**config.mk**
```make
export PLATFORM = sky130hd
export DESIGN_NAME = branch_fetch_unit
export DESIGN_NICKNAME = d
export VERILOG_FILES = /design/src/rtl/branch_fetch_unit.sv
export SDC_FILE = /design/constraint.sdc
export NUM_CORES = 1
export LEC_CHECK = 0
export ABC_CLOCK_PERIOD_IN_PS = 5600
export BUFFER_PORTS_ARGS = -buffer_cell sky130_fd_sc_hd__buf_2
export CAP_MARGIN = 10
export CORE_MARGIN = 2
export CORE_UTILIZATION = 40
export CTS_BUF_LIST = sky130_fd_sc_hd__clkbuf_8
export DETAILED_ROUTE_END_ITERATION = 10
export PLACE_DENSITY = 0.61
export SYNTH_ARGS = -nofsm -noshare
export SYNTH_HDL_FRONTEND = slang
export SYNTH_SLANG_ARGS = --single-unit
export TNS_END_PERCENT = 100
```
**constraint.sdc**
```tcl
create_clock -name clk -period 5.6 [get_ports clk]
set_input_delay 0.56 -clock clk [delete_from_list [all_inputs] [get_ports clk]]
set_output_delay 0.56 -clock clk [all_outputs]
set_load 0.005 [all_outputs]
```
**src/rtl/branch_fetch_unit.sv**
```systemverilog
// branch_fetch_unit: F-stage fetch sequencer and D-stage branch resolver for a
// 5-stage MIPS pipeline. Fetches through a req/ack instruction port, parks one
// returned word in a skid buffer while D is stalled, and redirects fetch after
// the branch delay slot.
// Optional macro BRANCH_STAT_EN adds br_total_cnt / br_taken_cnt statistics.
module branch_fetch_unit #(
  parameter logic [31:0] PC_RESET = 32'h0000_3000
) (
  input  logic        clk,
  input  logic        reset,
  output logic        F_req,
  output logic [31:0] F_addr,
  input  logic        F_ack,
  input  logic [31:0] F_instr_in,
  input  logic        D_stall,
  input  logic [2:0]  D_br_type,
  input  logic [15:0] D_imm16,
  input  logic [25:0] D_imm26,
  input  logic [31:0] D_rs_val,
  input  logic        D_CMP_Beq,
  input  logic        D_CMP_Bne,
  output logic [31:0] D_instr,
  output logic [31:0] D_PC,
  output logic [31:0] D_PC8,
  output logic        D_valid,
  output logic        D_taken
`ifdef BRANCH_STAT_EN
  ,
  output logic [31:0] br_total_cnt,
  output logic [31:0] br_taken_cnt
`endif
);

  localparam logic [2:0] BR_BEQ = 3'd1;
  localparam logic [2:0] BR_BNE = 3'd2;
  localparam logic [2:0] BR_J   = 3'd3;
  localparam logic [2:0] BR_JAL = 3'd4;
  localparam logic [2:0] BR_JR  = 3'd5;

  typedef enum logic {FETCH = 1'b0, HOLD = 1'b1} state_t;

  state_t      state_q, state_n;
  logic [31:0] f_pc, f_pc_n;
  logic [31:0] d_instr_n, d_pc_n;
  logic        d_valid_n;
  logic [31:0] skid_instr, skid_instr_n, skid_pc, skid_pc_n;
  logic        rp, rp_n;
  logic [31:0] rp_pc, rp_pc_n;
  logic        acc, adv, cond;
  logic [31:0] target, next_pc;

  // PC-relative branch target: pc + 4 + sign-extended word offset, wrapping.
  function automatic logic [31:0] rel_target(input logic [31:0] pc,
                                             input logic [15:0] imm);
    logic signed [31:0] off;
    off = $signed({{14{imm[15]}}, imm, 2'b00});
    return pc + 32'd4 + $unsigned(off);
  endfunction

  assign acc     = !D_valid || !D_stall;
  assign adv     = D_valid && !D_stall;
  assign D_taken = adv && cond;
  assign F_addr  = f_pc;
  assign D_PC8   = D_PC + 32'd8;

  // Decode the D instruction's control-flow type into a taken condition and target.
  always_comb begin
    cond   = 1'b0;
    target = D_PC + 32'd4;
    case (D_br_type)
      BR_BEQ: begin cond = D_CMP_Beq; target = rel_target(D_PC, D_imm16); end
      BR_BNE: begin cond = D_CMP_Bne; target = rel_target(D_PC, D_imm16); end
      BR_J, BR_JAL: begin cond = 1'b1; target = {D_PC[31:28], D_imm26, 2'b00}; end
      BR_JR: begin cond = 1'b1; target = D_rs_val; end
      default: ;
    endcase
  end

  // Fetch FSM next state: D/skid loading, fetch PC stepping and redirect tracking.
  always_comb begin
    state_n      = state_q;
    f_pc_n       = f_pc;
    d_instr_n    = D_instr;
    d_pc_n       = D_PC;
    d_valid_n    = D_valid;
    skid_instr_n = skid_instr;
    skid_pc_n    = skid_pc;
    rp_n         = rp;
    rp_pc_n      = rp_pc;
    F_req        = 1'b0;
    // A redirect known now wins; a parked one applies to the delay-slot fetch.
    next_pc      = D_taken ? target : (rp ? rp_pc : f_pc + 32'd4);
    case (state_q)
      FETCH: begin
        F_req = reset;
        if (F_ack) begin
          f_pc_n = next_pc;
          rp_n   = 1'b0;
          if (acc) begin
            d_instr_n = F_instr_in;
            d_pc_n    = f_pc;
            d_valid_n = 1'b1;
          end else begin
            skid_instr_n = F_instr_in;
            skid_pc_n    = f_pc;
            state_n      = HOLD;
          end
        end else begin
          if (adv) d_valid_n = 1'b0;
          if (D_taken) begin
            rp_n    = 1'b1;
            rp_pc_n = target;
          end
        end
      end
      HOLD: begin
        if (!D_stall) begin
          d_instr_n = skid_instr;
          d_pc_n    = skid_pc;
          d_valid_n = 1'b1;
          state_n   = FETCH;
          // The delay slot is already sitting in the skid buffer, so a branch
          // resolving now redirects the very next fetch.
          if (D_taken) f_pc_n = target;
        end
      end
      default: state_n = FETCH;
    endcase
  end

  // Control and architectural D-stage registers, cleared by reset.
  always_ff @(posedge clk) begin
    if (!reset) begin
      state_q <= FETCH;
      f_pc    <= PC_RESET;
      D_instr <= '0;
      D_PC    <= '0;
      D_valid <= 1'b0;
      rp      <= 1'b0;
    end else begin
      state_q <= state_n;
      f_pc    <= f_pc_n;
      D_instr <= d_instr_n;
      D_PC    <= d_pc_n;
      D_valid <= d_valid_n;
      rp      <= rp_n;
    end
  end

  // Skid and redirect payloads; only read while their control flags say so.
  always_ff @(posedge clk) begin
    skid_instr <= skid_instr_n;
    skid_pc    <= skid_pc_n;
    rp_pc      <= rp_pc_n;
  end

`ifdef BRANCH_STAT_EN
  // Count resolved control-flow instructions and how many of them redirected.
  always_ff @(posedge clk) begin
    if (!reset) begin
      br_total_cnt <= '0;
      br_taken_cnt <= '0;
    end else begin
      if (adv && (D_br_type != 3'd0) && (D_br_type <= BR_JR))
        br_total_cnt <= br_total_cnt + 32'd1;
      if (D_taken)
        br_taken_cnt <= br_taken_cnt + 32'd1;
    end
  end
`endif

endmodule

```
* After elaboration in Yosys (flattened, before gate mapping)
Index checks and enable logic that the tools add are counted.
** Storage, ports and cells
- Register bits after elaboration :: 195
- Input port bits :: 115
- Word-level logic and storage cells :: 70
- Output and inout bits :: 131
** Operators by class
- $add $sub $neg :: 4
- Reductions and logical operators :: 15
- Bitwise gates (word level) :: 3
- Multiplexer cells :: 28
- Equal/unequal tests :: 11
** Operators with widths (number)
- $mux W32 :: 11
- $pmux W32 S2 :: 3
- $pmux W32 S3 :: 1
- $add A32 B3 Y32 const B :: 2
- $add A32 B32 Y32 :: 1
- $add A32 B4 Y32 const B :: 1
- $reduce_and A3 Y1 :: 5
- $mux W1 :: 10
- $ne A2 B2 Y1 const B :: 4
- $eq A3 B2 Y1 const B :: 2
- $eq A3 B3 Y1 const B :: 2
- $ne A3 B3 Y1 const B :: 2
- $pmux W1 S2 :: 2
- $reduce_or A2 Y1 :: 2
- $eq A3 B1 Y1 const B :: 1
- $not A1 Y1 :: 3
- $pmux W1 S3 :: 1
- $reduce_or A3 Y1 :: 1
- $logic_and A1 B1 Y1 :: 2
- $logic_not A1 Y1 :: 2
- $reduce_and A2 Y1 :: 1
- $reduce_bool A2 Y1 :: 1
- $logic_or A1 B1 Y1 :: 1

* Logic depth before layout (Yosys ltp)
- Word-level depth :: 7
- Gate-level depth with buffers :: 17
- Mapped depth without buffers :: 16

* Worst setup path after synthesis
OpenSTA, ideal clock, no wires.
- Kind :: input to register
- From :: input D_br_type[2]
- To :: register rp_pc[0], enable pin
- Setup time :: 468 ps
- Stages :: 7
- Arrival :: 4127 ps
- Required time :: 5132 ps
- Path slack :: 1005 ps
- Path buffers :: 3
- Cells stage by stage :: buf_2 -> nor2b_1 -> buf_2 -> o21ai_1 -> a21oi_2 -> clkbuf_1 -> nor3b_1
** Between the ends
- Word-level cells in the longest chain between the ends :: 5
- Elaborated cells between the ends (all ways) :: 9
- Those cells by class :: eq/ne: 5; mux: 1; reduce/logical: 3
** RTL lines
- start: declaration :: RTL line 16 : input logic [2:0] D_br_type,
- $eq A3 B3 Y1 or $eq A3 B2 Y1 (tied branches) :: RTL line 70 : case (D_br_type)
- $reduce_or A3 Y1 (no line)
- $pmux W1 S3 * :: RTL line 70
- $logic_and A1 B1 Y1 * :: RTL line 62 : assign D_taken = adv && cond;
- named net D_taken :: RTL line 26 : output logic D_taken
- $reduce_and A3 Y1 (no line) *
- end signal: assignment :: RTL line 154 : rp_pc <= rp_pc_n;
- end: declaration :: RTL line 48 : logic [31:0] rp_pc, rp_pc_n;
The timed path passes the listed nets; every way through them passes the cells marked *.
A chain may end at the register's enable or synchronous reset.

* Final worst setup path
- From :: register D_PC[3]
- To :: register rp_pc[30], data pin
** Between the ends
- Word-level cells in the longest chain between the ends :: 3
** RTL lines
- start: declaration :: RTL line 23 : output logic [31:0] D_PC,
- start signal: assignment :: RTL line 144 : D_PC <= d_pc_n;
- $add A32 B3 Y32 * :: RTL line 57, 69
- $add A32 B32 Y32 :: RTL line 57 : return pc + 32'd4 + $unsigned(off);
- $pmux W32 S3 * :: RTL line 70
- named net target[30] :: RTL line 50 : logic [31:0] target, next_pc;
Marked as above.

==> flow_summary.yaml <==
synthesis:
  synth_seq_area_share: 0.3937
  synth_top_cell_by_area: "edfxtp_1"
  syn_avg_cell_area_um2: 9.020
  yosys_warnings: 0
  synth_area_leaders: "edfxtp_1 23%, dfxtp_1 16%, mux2i_1 6.2%"
  synthArstFlopShare: 0
  ys_ff_latch: 195
  syn-num-nets: 1521
  synth_top_flop_cell: "dfxtp_1"
  synth-edff-count: 96
  syn-cell-area_um2: 12360
  synth.distinct_cells: 80
  netlist_instances: 1370
  yosysTopAreaCellShare: 0.2333
setup_path:
  crit_arrival_ns: 4.94
  cp-start-kind: "flip-flop"
  cp.required_ns: 5.80
  end_kind: "flip-flop"
  rr_startpoint: "D_PC[3]$_SDFFE_PN0P_"
  crit_type: "flip-flop to flip-flop"
  cp_max_fo: 7
  crit_start: "D_PC[3]$_SDFFE_PN0P_"
hold_path:
  hp-class: "primary input to flip-flop"
  min_from: "F_instr_in[22]"
clocking:
  root_buffer: "clkbuf_8"
  clkSinkCount: 195
  tritoncts: "built"
  numCtsBuffers: 17
  post_cts_resize_count: 0
  cts_buffer_depth: 2
  htree_levels: 4
  clock_latency_ns: 0.47
  path_clk_slew_ns: 0.11
  postCtsSetupRepairBufs: 0
  hold_buffers: 0
power_and_ir_drop:
  power.density_nw_per_um2: 243.0
  ir_worst_vdd_mv: 0.2474
  power.total_mw: 3.450
  leakagePower_nw: 5.653
timing:
  setup_ws_ns: 0.8583
  max-slew-margin-rel: 0.2504
  maxSlewViolCount: 0
  rsz0062_at_grt: "no"
  fmax_mhz: 210.9
  hold_viol: 0
  fin_setup_tns_ns: 0
  period_minus_slack_ns: 4.742
  skew_ns: 0.01619
  setup_viol: 0
  min_period_over_period: 0.8467
  holdWs_ns: 0.2704
  worst_pin_slew_ns: 1.124
place:
  dp.final_hpwl_mm: 33.14
  place_congestion: 0.9669
  dpl.cell_count: 1926
  io_buffer_count: 245
  pre_cts_slack_ns: 1.046
  place_area_um2: 13820
floorplanning:
  die_x_um: 179.8
  core_um2: 30510
  die_height_um: 179.8
  dieArea_um2: 32310
  initial_utilization: 0.4050
  rows: 64
  io_pins: 246
route:
  antenna_left: 0
  viasPerCell: 5.948
  wl_per_cell_um: 22.59
  dr.pass1.iters: 5
  drt_drc_violations_left: 0
  vias: 11650
  drt_iter0_drc: 1099
  routed_wirelength_mm: 44.24
final_layout:
  final_area_um2: 14200
  drive_above_1_share: 0.2190
  layout_common_cells: "245 x buf_2, 138 x nor2_1, 105 x nand2_1"
  syn2layout_area_growth_pct: 14.92
  regArea_um2: 4870
  antennaDiodeCount: 0
  instances_no_fill: 1958
  final_common_cell: "buf_2"
  final_util: 0.4655
  layout.nets: 1700
  fillers: 3005
  multi_input_area_um2: 6959
global_routing:
  grt.overflow.total: 0
  grtUsageMet3: 0.04741
  grt_max_degree: 104
  grt_antenna_before_repair: 0
  met1_usage: 0.3668
  grt_pass1_vias: 11100
  grtUsageTotal: 0.2669
  grt_pass1_wl_mm: 67.63
  gr-usage-met2: 0.4175
  grt.busiest_layer: "met2"
run_status:
  outcome: "completed"
run:
  maxCapViolCount: 0
flip-flops by register name, indices dropped and copies added (netlist names):
signal	count
rp_pc	32
D_instr	32
skid_instr	32
rp	1
F_addr	32
skid_pc	32
state_q	1
D_valid	1
D_PC	32
cell usage after synthesis (9+ instances only):
| cell type | n |
|---|---|
| edfxtp_1 | 96 |
| a21oi_1 | 89 |
| a21o_1 | 27 |
| o221ai_1 | 15 |
| xnor2_1 | 51 |
| o21ai_0 | 63 |
| nor3_1 | 28 |
| mux2_2 | 11 |
| inv_1 | 21 |
| dfxtp_1 | 99 |
| o211ai_1 | 19 |
| a22oi_1 | 17 |
| clkbuf_1 | 70 |
| a31oi_1 | 13 |
| a22o_1 | 9 |
| o22ai_1 | 10 |
| a211oi_1 | 72 |
| and3_1 | 20 |
| nor2_1 | 139 |
| ha_1 | 35 |
| nand4_1 | 25 |
| buf_2 | 24 |
| nand2b_1 | 10 |
| nand3_1 | 40 |
| nand2_1 | 105 |
| xor2_1 | 48 |
| o21a_1 | 10 |
| mux2i_1 | 77 |
power by group:
group / total [mW] / internal, mW / switching (mW)
Combinational: 0.848 / 0.336 / 0.512
Sequential: 1.69 / 1.58 / 0.117
Clock: 0.908 / 0.363 / 0.545
Total: 3.45 / 2.28 / 1.17
logic make-up after synthesis:
family | count (synthesis) | synth area share
DFF | 195 | 0.3937
AOI/OAI and AO/OA | 397 | 0.2170
adders and majority gates | 38 | 0.03868
muxes | 88 | 0.07240
xor gates and xnor gates | 99 | 0.07017
buffers and inverters | 132 | 0.04475
and+or+nand+nor | 421 | 0.1633
critical path, cell delays in order, from the launching register on:
cell and delay, ns:
dfxtp_1 0.50, ha_1 0.31, nand3_1 0.21, nor3_1 0.42, and3_1 0.32, nand2_1 0.10, xnor2_1 0.25, ha_1 0.38
a21oi_1 0.22, o21a_1 0.21, o21a_1 0.14, nor2_1 0.05, a311oi_1 0.40, o211ai_1 0.26, a221oi_2 0.32, xor2_1 0.27
o21ai_0 0.11
worst paths after layout:
path / slack [ns] / end / cells past startpoint
setup / recovery: 0.86 / rp_pc[30]$_DFFE_PP_ / 16
hold reg to reg: 0.49 / skid_pc[0]$_DFFE_PP_ / 0
hold / removal: 0.27 / skid_instr[22]$_DFFE_PP_ / 1
setup reg to reg: 0.86 / rp_pc[30]$_DFFE_PP_ / 16
final cells by class:
cell class | instances | share of cell area
clock inverter | 15 | 0.01031
inverter | 22 | 0.005815
multi-input combinational | 1043 | 0.4900
timing repair buffer | 270 | 0.09956
tap | 396 | 0.03489
sequential | 195 | 0.3429
clock buffer | 17 | 0.01648
routing by layer:
| metal | wire length (um) | part of all wire |
|---|---|---|
| met3 | 3177 | 0.072 |
| met2 | 19860 | 0.45 |
| met4 | 1665 | 0.038 |
| met5 | 0 | 0 |
| met1 | 19540 | 0.44 |
Note: power is estimated with default switching activity, not from simulation.
